==> src/rtl/fetch_aligner_if.sv <==
// Fetch-aligner bus: icache word request/response, redirect, and instruction output.
// The master drives redirects, icache words and instruction acceptance. The slave is the aligner.
interface fetch_aligner_if #(
  parameter int ADDR_WIDTH = 32
);
  logic                  flush_in;
  logic [ADDR_WIDTH-1:0] flush_pc_in;
  logic [ADDR_WIDTH-1:0] fetch_addr_out;
  logic                  word_valid_in;
  logic [31:0]           word_in;
  logic                  word_ready_out;
  logic                  inst_valid_out;
  logic [31:0]           inst_out;
  logic [ADDR_WIDTH-1:0] inst_pc_out;
  logic                  inst_is_c_out;
  logic                  inst_ready_in;

  modport master (
    output flush_in, flush_pc_in, word_valid_in, word_in, inst_ready_in,
    input  fetch_addr_out, word_ready_out, inst_valid_out, inst_out,
           inst_pc_out, inst_is_c_out
  );

  modport slave (
    input  flush_in, flush_pc_in, word_valid_in, word_in, inst_ready_in,
    output fetch_addr_out, word_ready_out, inst_valid_out, inst_out,
           inst_pc_out, inst_is_c_out
  );
endinterface

==> src/rtl/fetch_aligner.sv <==
// IF-stage aligner: turns word-aligned icache words into 16/32-bit raw instructions with PCs.
// Define FETCH_ALIGNER_RVC_EN to enable compressed parcels; otherwise every instruction is 32-bit.
module fetch_aligner #(
  parameter int                    ADDR_WIDTH = 32,
  parameter logic [ADDR_WIDTH-1:0] RESET_PC   = '0
) (
  input  logic           clk_in,
  input  logic           rst_in,
  fetch_aligner_if.slave bus
);

`ifdef FETCH_ALIGNER_RVC_EN
  localparam logic [ADDR_WIDTH-1:0] PC_MASK    = ~ADDR_WIDTH'(1);
  localparam logic                  RESET_DROP = RESET_PC[1];
`else
  localparam logic [ADDR_WIDTH-1:0] PC_MASK    = ~ADDR_WIDTH'(3);
  localparam logic                  RESET_DROP = 1'b0;
`endif
  localparam logic [ADDR_WIDTH-1:0] WORD_MASK = ~ADDR_WIDTH'(3);

  logic [47:0]           buf_q, buf_d, buf_pop;
  logic [1:0]            cnt_q, cnt_d, cnt_pop;
  logic [ADDR_WIDTH-1:0] head_pc_q, head_pc_d;
  logic [ADDR_WIDTH-1:0] fetch_addr_q, fetch_addr_d;
  logic                  drop_half_q, drop_half_d;
  logic                  head_is_c, inst_valid, word_ready, pop, push;
  logic [15:0]           par_lo, par_hi;

  // NOTE: every always_comb output gets a default first so no path can infer a latch.
  always_comb begin
`ifdef FETCH_ALIGNER_RVC_EN
    head_is_c = (buf_q[1:0] != 2'b11);
`else
    head_is_c = 1'b0;
`endif
    inst_valid = (cnt_q >= 2'd2) | ((cnt_q == 2'd1) & head_is_c);
    word_ready = (cnt_q <= 2'd1);
    pop        = inst_valid & bus.inst_ready_in;
    push       = bus.word_valid_in & word_ready & ~bus.flush_in;

    buf_pop   = buf_q;
    cnt_pop   = cnt_q;
    head_pc_d = head_pc_q;
    if (pop) begin
      if (head_is_c) begin
        buf_pop   = {16'h0, buf_q[47:16]};
        cnt_pop   = cnt_q - 2'd1;
        head_pc_d = head_pc_q + ADDR_WIDTH'(2);
      end else begin
        buf_pop   = {32'h0, buf_q[47:32]};
        cnt_pop   = cnt_q - 2'd2;
        head_pc_d = head_pc_q + ADDR_WIDTH'(4);
      end
    end

    // With drop_half set the first halfword of the word precedes the target PC.
    par_lo = drop_half_q ? bus.word_in[31:16] : bus.word_in[15:0];
    par_hi = bus.word_in[31:16];

    buf_d        = buf_pop;
    cnt_d        = cnt_pop;
    fetch_addr_d = fetch_addr_q;
    drop_half_d  = drop_half_q;
    if (push) begin
      fetch_addr_d = fetch_addr_q + ADDR_WIDTH'(4);
      drop_half_d  = 1'b0;
      cnt_d        = cnt_pop + (drop_half_q ? 2'd1 : 2'd2);
      case (cnt_pop)
        2'd0:    buf_d[31:0]  = {par_hi, par_lo};
        2'd1:    buf_d[47:16] = {par_hi, par_lo};
        default: buf_d        = buf_pop;
      endcase
    end

    if (bus.flush_in) begin
      buf_d        = buf_q;
      cnt_d        = 2'd0;
      head_pc_d    = bus.flush_pc_in & PC_MASK;
      fetch_addr_d = bus.flush_pc_in & WORD_MASK;
`ifdef FETCH_ALIGNER_RVC_EN
      drop_half_d  = bus.flush_pc_in[1];
`else
      drop_half_d  = 1'b0;
`endif
    end
  end

  // NOTE: state uses non-blocking assignments; the parcel buffer is reset too so
  // inst_out reads as zero straight out of reset.
  always_ff @(posedge clk_in) begin
    if (rst_in) begin
      buf_q        <= '0;
      cnt_q        <= 2'd0;
      head_pc_q    <= RESET_PC & PC_MASK;
      fetch_addr_q <= RESET_PC & WORD_MASK;
      drop_half_q  <= RESET_DROP;
    end else begin
      buf_q        <= buf_d;
      cnt_q        <= cnt_d;
      head_pc_q    <= head_pc_d;
      fetch_addr_q <= fetch_addr_d;
      drop_half_q  <= drop_half_d;
    end
  end

  always_comb begin
    bus.fetch_addr_out = fetch_addr_q;
    bus.word_ready_out = word_ready;
    bus.inst_valid_out = inst_valid;
    bus.inst_is_c_out  = head_is_c;
    bus.inst_out       = head_is_c ? {16'h0, buf_q[15:0]} : buf_q[31:0];
    bus.inst_pc_out    = head_pc_q;
  end

endmodule

==> src/flat_wrapper.sv <==
// flat-port wrapper written by rule: the top's interface ports become plain ports
module fetch_aligner_flat 
#(
  parameter int                    ADDR_WIDTH = 32,
  parameter logic [ADDR_WIDTH-1:0] RESET_PC   = '0
)
  (clk_in, rst_in, bus_flush_in, bus_flush_pc_in, bus_word_valid_in, bus_word_in, bus_inst_ready_in, bus_fetch_addr_out, bus_word_ready_out, bus_inst_valid_out, bus_inst_out, bus_inst_pc_out, bus_inst_is_c_out);
  fetch_aligner_if #(.ADDR_WIDTH(ADDR_WIDTH)) bus_i ();
  input  logic clk_in;
  input  logic rst_in;
  input wire logic [$bits(bus_i.flush_in)-1:0] bus_flush_in;
  input wire logic [$bits(bus_i.flush_pc_in)-1:0] bus_flush_pc_in;
  input wire logic [$bits(bus_i.word_valid_in)-1:0] bus_word_valid_in;
  input wire logic [$bits(bus_i.word_in)-1:0] bus_word_in;
  input wire logic [$bits(bus_i.inst_ready_in)-1:0] bus_inst_ready_in;
  output wire logic [$bits(bus_i.fetch_addr_out)-1:0] bus_fetch_addr_out;
  output wire logic [$bits(bus_i.word_ready_out)-1:0] bus_word_ready_out;
  output wire logic [$bits(bus_i.inst_valid_out)-1:0] bus_inst_valid_out;
  output wire logic [$bits(bus_i.inst_out)-1:0] bus_inst_out;
  output wire logic [$bits(bus_i.inst_pc_out)-1:0] bus_inst_pc_out;
  output wire logic [$bits(bus_i.inst_is_c_out)-1:0] bus_inst_is_c_out;
  assign bus_i.flush_in = bus_flush_in;
  assign bus_i.flush_pc_in = bus_flush_pc_in;
  assign bus_i.word_valid_in = bus_word_valid_in;
  assign bus_i.word_in = bus_word_in;
  assign bus_i.inst_ready_in = bus_inst_ready_in;
  assign bus_fetch_addr_out = bus_i.fetch_addr_out;
  assign bus_word_ready_out = bus_i.word_ready_out;
  assign bus_inst_valid_out = bus_i.inst_valid_out;
  assign bus_inst_out = bus_i.inst_out;
  assign bus_inst_pc_out = bus_i.inst_pc_out;
  assign bus_inst_is_c_out = bus_i.inst_is_c_out;
  fetch_aligner #(.ADDR_WIDTH(ADDR_WIDTH), .RESET_PC(RESET_PC)) u_core (.clk_in(clk_in), .rst_in(rst_in), .bus(bus_i));
endmodule
==> config.mk <==
export PLATFORM = sky130hd
export DESIGN_NAME = fetch_aligner_flat
export DESIGN_NICKNAME = d
export VERILOG_FILES = /design/src/rtl/fetch_aligner_if.sv /design/src/rtl/fetch_aligner.sv /design/src/flat_wrapper.sv
export SDC_FILE = /design/constraint.sdc
export NUM_CORES = 1
export LEC_CHECK = 0
export CAP_MARGIN = 10
export CORE_ASPECT_RATIO = 0.5
export CORE_MARGIN = 2
export CORE_UTILIZATION = 40
export DETAILED_ROUTE_END_ITERATION = 10
export GPL_TIMING_DRIVEN = 0
export PLACE_DENSITY = 0.82
export SYNTH_ARGS = -nofsm -noshare
export SYNTH_HDL_FRONTEND = slang
export SYNTH_SLANG_ARGS = --single-unit
==> constraint.sdc <==
create_clock -name clk_in -period 3 [get_ports clk_in]
set_input_delay 0.6 -clock clk_in [delete_from_list [all_inputs] [get_ports clk_in]]
set_output_delay 0.6 -clock clk_in [all_outputs]
set_load 0.05 [all_outputs]
=== After elaboration in Yosys (flattened, before gate mapping) ===
Cells that the tools add are included.

* Memory bits (writable): 0
* ROM bits: 0
* Memories kept: 0
* Latch bits: 0
* Input port bits: 69
* Bits in registers: 114

* Bitwise gates (word level): 4
* Reductions and logical operators: 4
* Equal/unequal tests: 1
* Order comparisons: 2
* Shifts and indexed selects: 0
* Divide/modulo/power cells: 0
* Multiplexer cells: 11
* Add/sub/neg operators: 4
* Multipliers: 0

{| class="wikitable"
|+ Operators with widths
! cell !! number
|-
| 2-to-1 mux 32 bit || 4
|-
| 2-to-1 mux 48 bit || 2
|-
| adder 32 x 3 -> 32 bit (second input constant) || 2
|-
| 2-to-1 mux 16 bit || 2
|-
| one-hot mux 16 bit (2 select lines) || 1
|-
| 2-to-1 mux 2 bit || 2
|-
| nonzero test 2 bit || 2
|-
| AND 1 bit || 3
|-
| adder 2 bit (second input constant) || 1
|-
| == test 2 x 1 -> 1 bit (second input constant) || 1
|-
| >= comparator 2 bit (second input constant) || 1
|-
| less-or-equal comparator 2 x 1 -> 1 bit (second input constant) || 1
|-
| logical NOT 2 bit || 1
|-
| OR reduction 2 bit || 1
|-
| subtractor 2 bit (second input constant) || 1
|-
| NOT 1 bit || 1
|}

=== Logic depth before layout (Yosys ltp) ===
* Depth after elaboration: 6
* Mapped depth: 7
* Mapped depth without buffers: 5

=== Worst setup path after synthesis ===
Ideal clock, no wire load.

* Kind: register to register
* From: register u_core.fetch_addr_q[2] (netlist: u_core.bus.fetch_addr_out[2])
* To: register u_core.fetch_addr_q[20] (netlist: u_core.bus.fetch_addr_out[20])
* Slack: 0.808 ns
* Arrival: 2.071 ns
* Stages on the path, launching flop included: 5
* Path through: dfxtp_1 > ha_1 > nand4b_2 > or4_1 > o311a_1

* Longest elaborated chain between the ends: 3

{| class="wikitable"
|+ Ends and longest elaborated chain
! what !! RTL line !! RTL
|-
| start, declared || fetch_aligner.sv:24 || <nowiki>logic [ADDR_WIDTH-1:0] fetch_addr_q, fetch_addr_d;</nowiki>
|-
| start signal, assigned || fetch_aligner.sv:95 || <nowiki>fetch_addr_q <= RESET_PC & WORD_MASK;</nowiki>
|-
| start signal, assigned || fetch_aligner.sv:101 || <nowiki>fetch_addr_q <= fetch_addr_d;</nowiki>
|-
| adder 32 x 3 -> 32 bit || fetch_aligner.sv:65 || <nowiki>fetch_addr_d = fetch_addr_q + ADDR_WIDTH'(4);</nowiki>
|-
| 2-to-1 mux 32 bit || fetch_aligner.sv:64 || <nowiki>if (push) begin</nowiki>
|-
| 2-to-1 mux 32 bit || fetch_aligner.sv:75 || <nowiki>if (bus.flush_in) begin</nowiki>
|}

Every way passes these cells. The select of a mux whose other input is x is not followed.
A chain may end at the register's enable or synchronous reset.

=== Worst setup path in the final report ===
* From: input port bus_flush_in
* To: register u_core.fetch_addr_q[12] (netlist: u_core.bus.fetch_addr_out[12])

* Longest elaborated chain between the ends: 3
* Elaborated cells on any way between the ends: 4
* Those cells by class: 1 x mux; 2 x bitwise; 1 x reduce/logical

{| class="wikitable"
|+ Ends and longest elaborated chain
! what !! RTL line !! RTL
|-
| start, declared || flat_wrapper.sv:11 || <nowiki>input wire logic [$bits(bus_i.flush_in)-1:0] bus_flush_in;</nowiki>
|-
| NOT 1 bit || fetch_aligner.sv:39 || <nowiki>push = bus.word_valid_in & word_ready & ~bus.flush_in;</nowiki>
|-
| AND 1 bit || fetch_aligner.sv:39 ||
|-
| nonzero test 2 bit (no line) || - ||
|}

Parallel ways exist; a longest one is shown, timed or not.

==> summary.txt <==
Logic synthesis
  • Post-synth top cells: dfxtp_1 (93), nor2_1 (48), a22oi_1 (32)
  • Top-area cell type share of the netlist area: 40.01%
  • Most common cell in the netlist: dfxtp_1
  • YS warnings: 0
  • Seq/Total Area, Yosys: 40.01%
  • EDFF count, synth: 0
  • Synthesized cell area: 4653 um^2
  • Ys flop type: dfxtp_1
  • Dominant cells by area after synthesis: dfxtp_1 (40%), a22oi_1 (5.2%), nor2_1 (3.9%)
  • Area leader, netlist: dfxtp_1
  • Distinct cells, synth: 54
  • Syn_area_per_cell: 8.569 um^2
  • Seq cells post-synth: 93
  • Syn Inst Count: 543
  • FFs w/ async S/R, synth: 0%

Drt
  • Vias: 5061
  • DRC Markers: 0
  • Pre-antenna DRT Iters: 5
  • Met3 wire length: 1.405 mm
  • Initial DRC Count: 401
  • Post-route ant nets: 0
  • WL per Instance: 18.01 um
  • Met2 Wirelength: 7.137 mm
  • WL final: 15.62 mm
  • DR top layer: met4
  • Met1 WL: 6.814 mm
  • Vias per cell: 5.837

Clocking
  • Clk Latency, worst-skew pair: 0.35 ns
  • Root buffer cell: clkbuf_16
  • Clk buf depth: 2
  • TritonCTS buffer count: 9
  • Setup bufs post-CTS: 0
  • CTS tree: built
  • Clock sink total: 93
  • Reg clk slew, reported paths: 0.08 ns
  • CTS Hold Buffers Added: 0
  • CTS H-tree depth: 3
  • PostCTS Resize Cnt: 0

Critical path
  • CP Data Required Time: 3.21 ns
  • R2R Setup Slk: 0.58 ns
  • Crit Path Class: in -> reg
  • CP arrival: 2.95 ns
  • Reg-to-Reg Start: u_core.bus.fetch_addr_out[2]
  • Critical Path End Type: flip-flop
  • CP Max Fanout: 10
  • Worst reg2reg path depth: 6
  • Worst Setup Start Kind: input pin
  • FF-to-FF End: u_core.bus.fetch_addr_out[26]

Power
  • NetSw: 1139 uW
  • PD cells: 496.2 nW/um^2
  • Switch share: 34.05%
  • Gate power share: 23.2%
  • LEAKAGE: 0.002404 uW
  • Clock share of power: 34.7%
  • VDD IR-drop max: 0.2655 mV
  • P_int: 2205 uW
  • Sequential Power Share: 42.1%

Min path
  • Worst Hold End: u_core.buf_q[21]
  • Min-Delay Path Class: reg -> reg
  • Hold Path Depth: 2
  • Hold Startpoint: u_core.buf_q[21]

Timing
  • Fmax: 364.3 MHz
  • Fin crit period: 2.745 ns
  • Setup Viol. Count Final: 0
  • Final period util: 91.51%
  • Worst Tran Pin Value: 0.6522 ns
  • Slew Limit Fails: 0
  • Final hold violation count: 0
  • RSZ-0062 raised after global routing: false
  • Final Skew: 0.01149 ns
  • Worst relative slew slack: 56.20%

Final layout
  • # diodes: 0
  • Fillers: 984
  • Post-layout net count: 788
  • Fin area: 6738 um^2
  • Area Overhead vs Synth: 44.80%
  • FF+latch area: 1862 um^2
  • Share of cells above drive strength 1: 5.125%
  • Multi-input gate area: 2512 um^2
  • Final core occ: 60.44%

Global routing
  • First-pass GRT wire length: 24.50 mm
  • All-layer global routing usage: 24.77%
  • Largest net degree at the start of global routing: 20
  • Initial antenna violation count: 0
  • Vias in the first global route: 4798
  • Grt ovf: 0

Placement
  • Hpwl dp: 11.66 mm
  • Port Buffer Count: 159
  • GP Congestion: 0.8676
  • Area after DPL: 6441 um^2

Floorplanning
  • Die height: 80.27 um
  • Core ar.: 11150 um^2
  • Die area: 12560 um^2
  • Row cnt: 27
  • Die X: 156.5 um
  • Initial Utilization: 41.74%
  • I/O pin count: 168

Job
  • Max Cap Viol: 0

Outcome
  • Status: finished, final reports clean
==> sequential cells by signal (all words and copies together), names as in the netlist <==
register and flops:
u_core.buf_q 32, u_core.bus.inst_pc_out 30, u_core.bus.fetch_addr_out 30, u_core.cnt_q 1
==> cells by family (layout without fill, tap and decap cells) <==
kind of cell               after synthesis  in the layout  share of synthesized area [%]
DFF                                     93             93                          40.01
and+or+nand+nor                        209            209                          25.81
other                                    1              5                        0.08059
muxes                                    1              1                         0.2151
adders and majority gates                2              2                         0.5377
xor gates and xnor gates                21             21                          3.953
AOI/OAI and AO/OA                      146            146                          23.07
buffers and inverters                   70            245                          6.319
==> per-layer routing <==
| metal | vias up | global-route usage (%) |
|---|---|---|
| met3 | 29 | 6.638 |
| li1 | 2388 | - |
| met2 | 237 | 40.00 |
| met1 | 2407 | 32.83 |
| met4 | 0 | 6.697 |
| met5 | - | 0 |
==> power by group through the flow <==
stage          Clock, uW  Sequential [uW]  Combinational (uW)
3_5_place_dp           0             1430                 771
4_1_cts             1180             1400                 774
5_1_grt             1220             1420                 816
6_report            1160             1410                 775
3_3_place_gp           0             1430                 763
2_1_floorplan          0             1670                 214
==> how the worst max path moves through the flow <==
stage,endpoint,start,depth (start not counted),slack [ns]
after floorplan,u_core.bus.fetch_addr_out[20],u_core.bus.fetch_addr_out[2],4,0.81
final,u_core.bus.fetch_addr_out[12],bus_flush_in,6,0.25
after global placement,u_core.bus.fetch_addr_out[11],bus_flush_in,6,-0.03
after global routing,u_core.bus.fetch_addr_out[12],bus_flush_in,6,0.12
after CTS,u_core.bus.fetch_addr_out[11],bus_flush_in,6,0.33
after detailed placement,u_core.bus.inst_pc_out[11],bus_flush_in,6,-0.04
==> cells in the final DEF, fill, tap and decap left out, types with 5 or more instances in the layout <==
cell / Yosys / layout
o21ai_0: 6 / 6
nor2_1: 48 / 48
nor3_1: 15 / 15
clkdlybuf4s50_1: 0 / 159
nand3_1: 18 / 18
o31a_1: 10 / 10
and4_1: 16 / 16
a21boi_0: 16 / 16
nor2b_1: 7 / 7
inv_1: 25 / 25
a311oi_1: 6 / 6
and2_1: 7 / 7
o21bai_1: 9 / 9
xnor2_1: 12 / 12
dfxtp_1: 93 / 93
o31ai_1: 8 / 8
a21oi_1: 19 / 19
clkbuf_1: 26 / 26
or4_1: 11 / 11
nand4_1: 18 / 18
buf_1: 6 / 6
buf_2: 7 / 7
clkbuf_16: 0 / 9
nand2_1: 26 / 26
a31oi_1: 8 / 8
a22oi_1: 32 / 32
nor4_1: 15 / 15
conb_1: 1 / 5
and3_1: 11 / 11
buf_4: 6 / 6
xor2_1: 9 / 9
a211oi_1: 13 / 13
==> through the flow <==
stage          total power, uW  cells  hold WS, ns  setup WS [ns]  TNS (ns)
5_1_grt                   3457    867       0.5314         0.1151         0
4_1_cts                   3355    867       0.5031         0.3293         0
2_1_floorplan             1885    547       0.7174         0.8075         0
3_5_place_dp              2202    851       0.4821       -0.03745   -0.1080
3_3_place_gp              2193    851       0.4764       -0.02542  -0.06663
6_report                  3343    867       0.5062         0.2547         0
==> final cells by class <==
type                    instances  share of cell area (%)
multi-input cells             384                   37.29
flip-flops and latches         93                   27.63
repair buffers                159                   23.62
clock buffers                   9                   3.343
plain buffers                  45                   2.971
well taps                     145                   2.693
inverters                      25                   1.393
clock inverters                 7                   1.058
==> worst max-delay path, cell delays in order <==
cell	delay [ns]
clkdlybuf4s50_1	0.47
clkbuf_1	0.42
buf_1	0.47
buf_1	0.55
a21oi_1	0.25
a21boi_0	0.18
No activity file was read; power rests on OpenSTA's default activity.
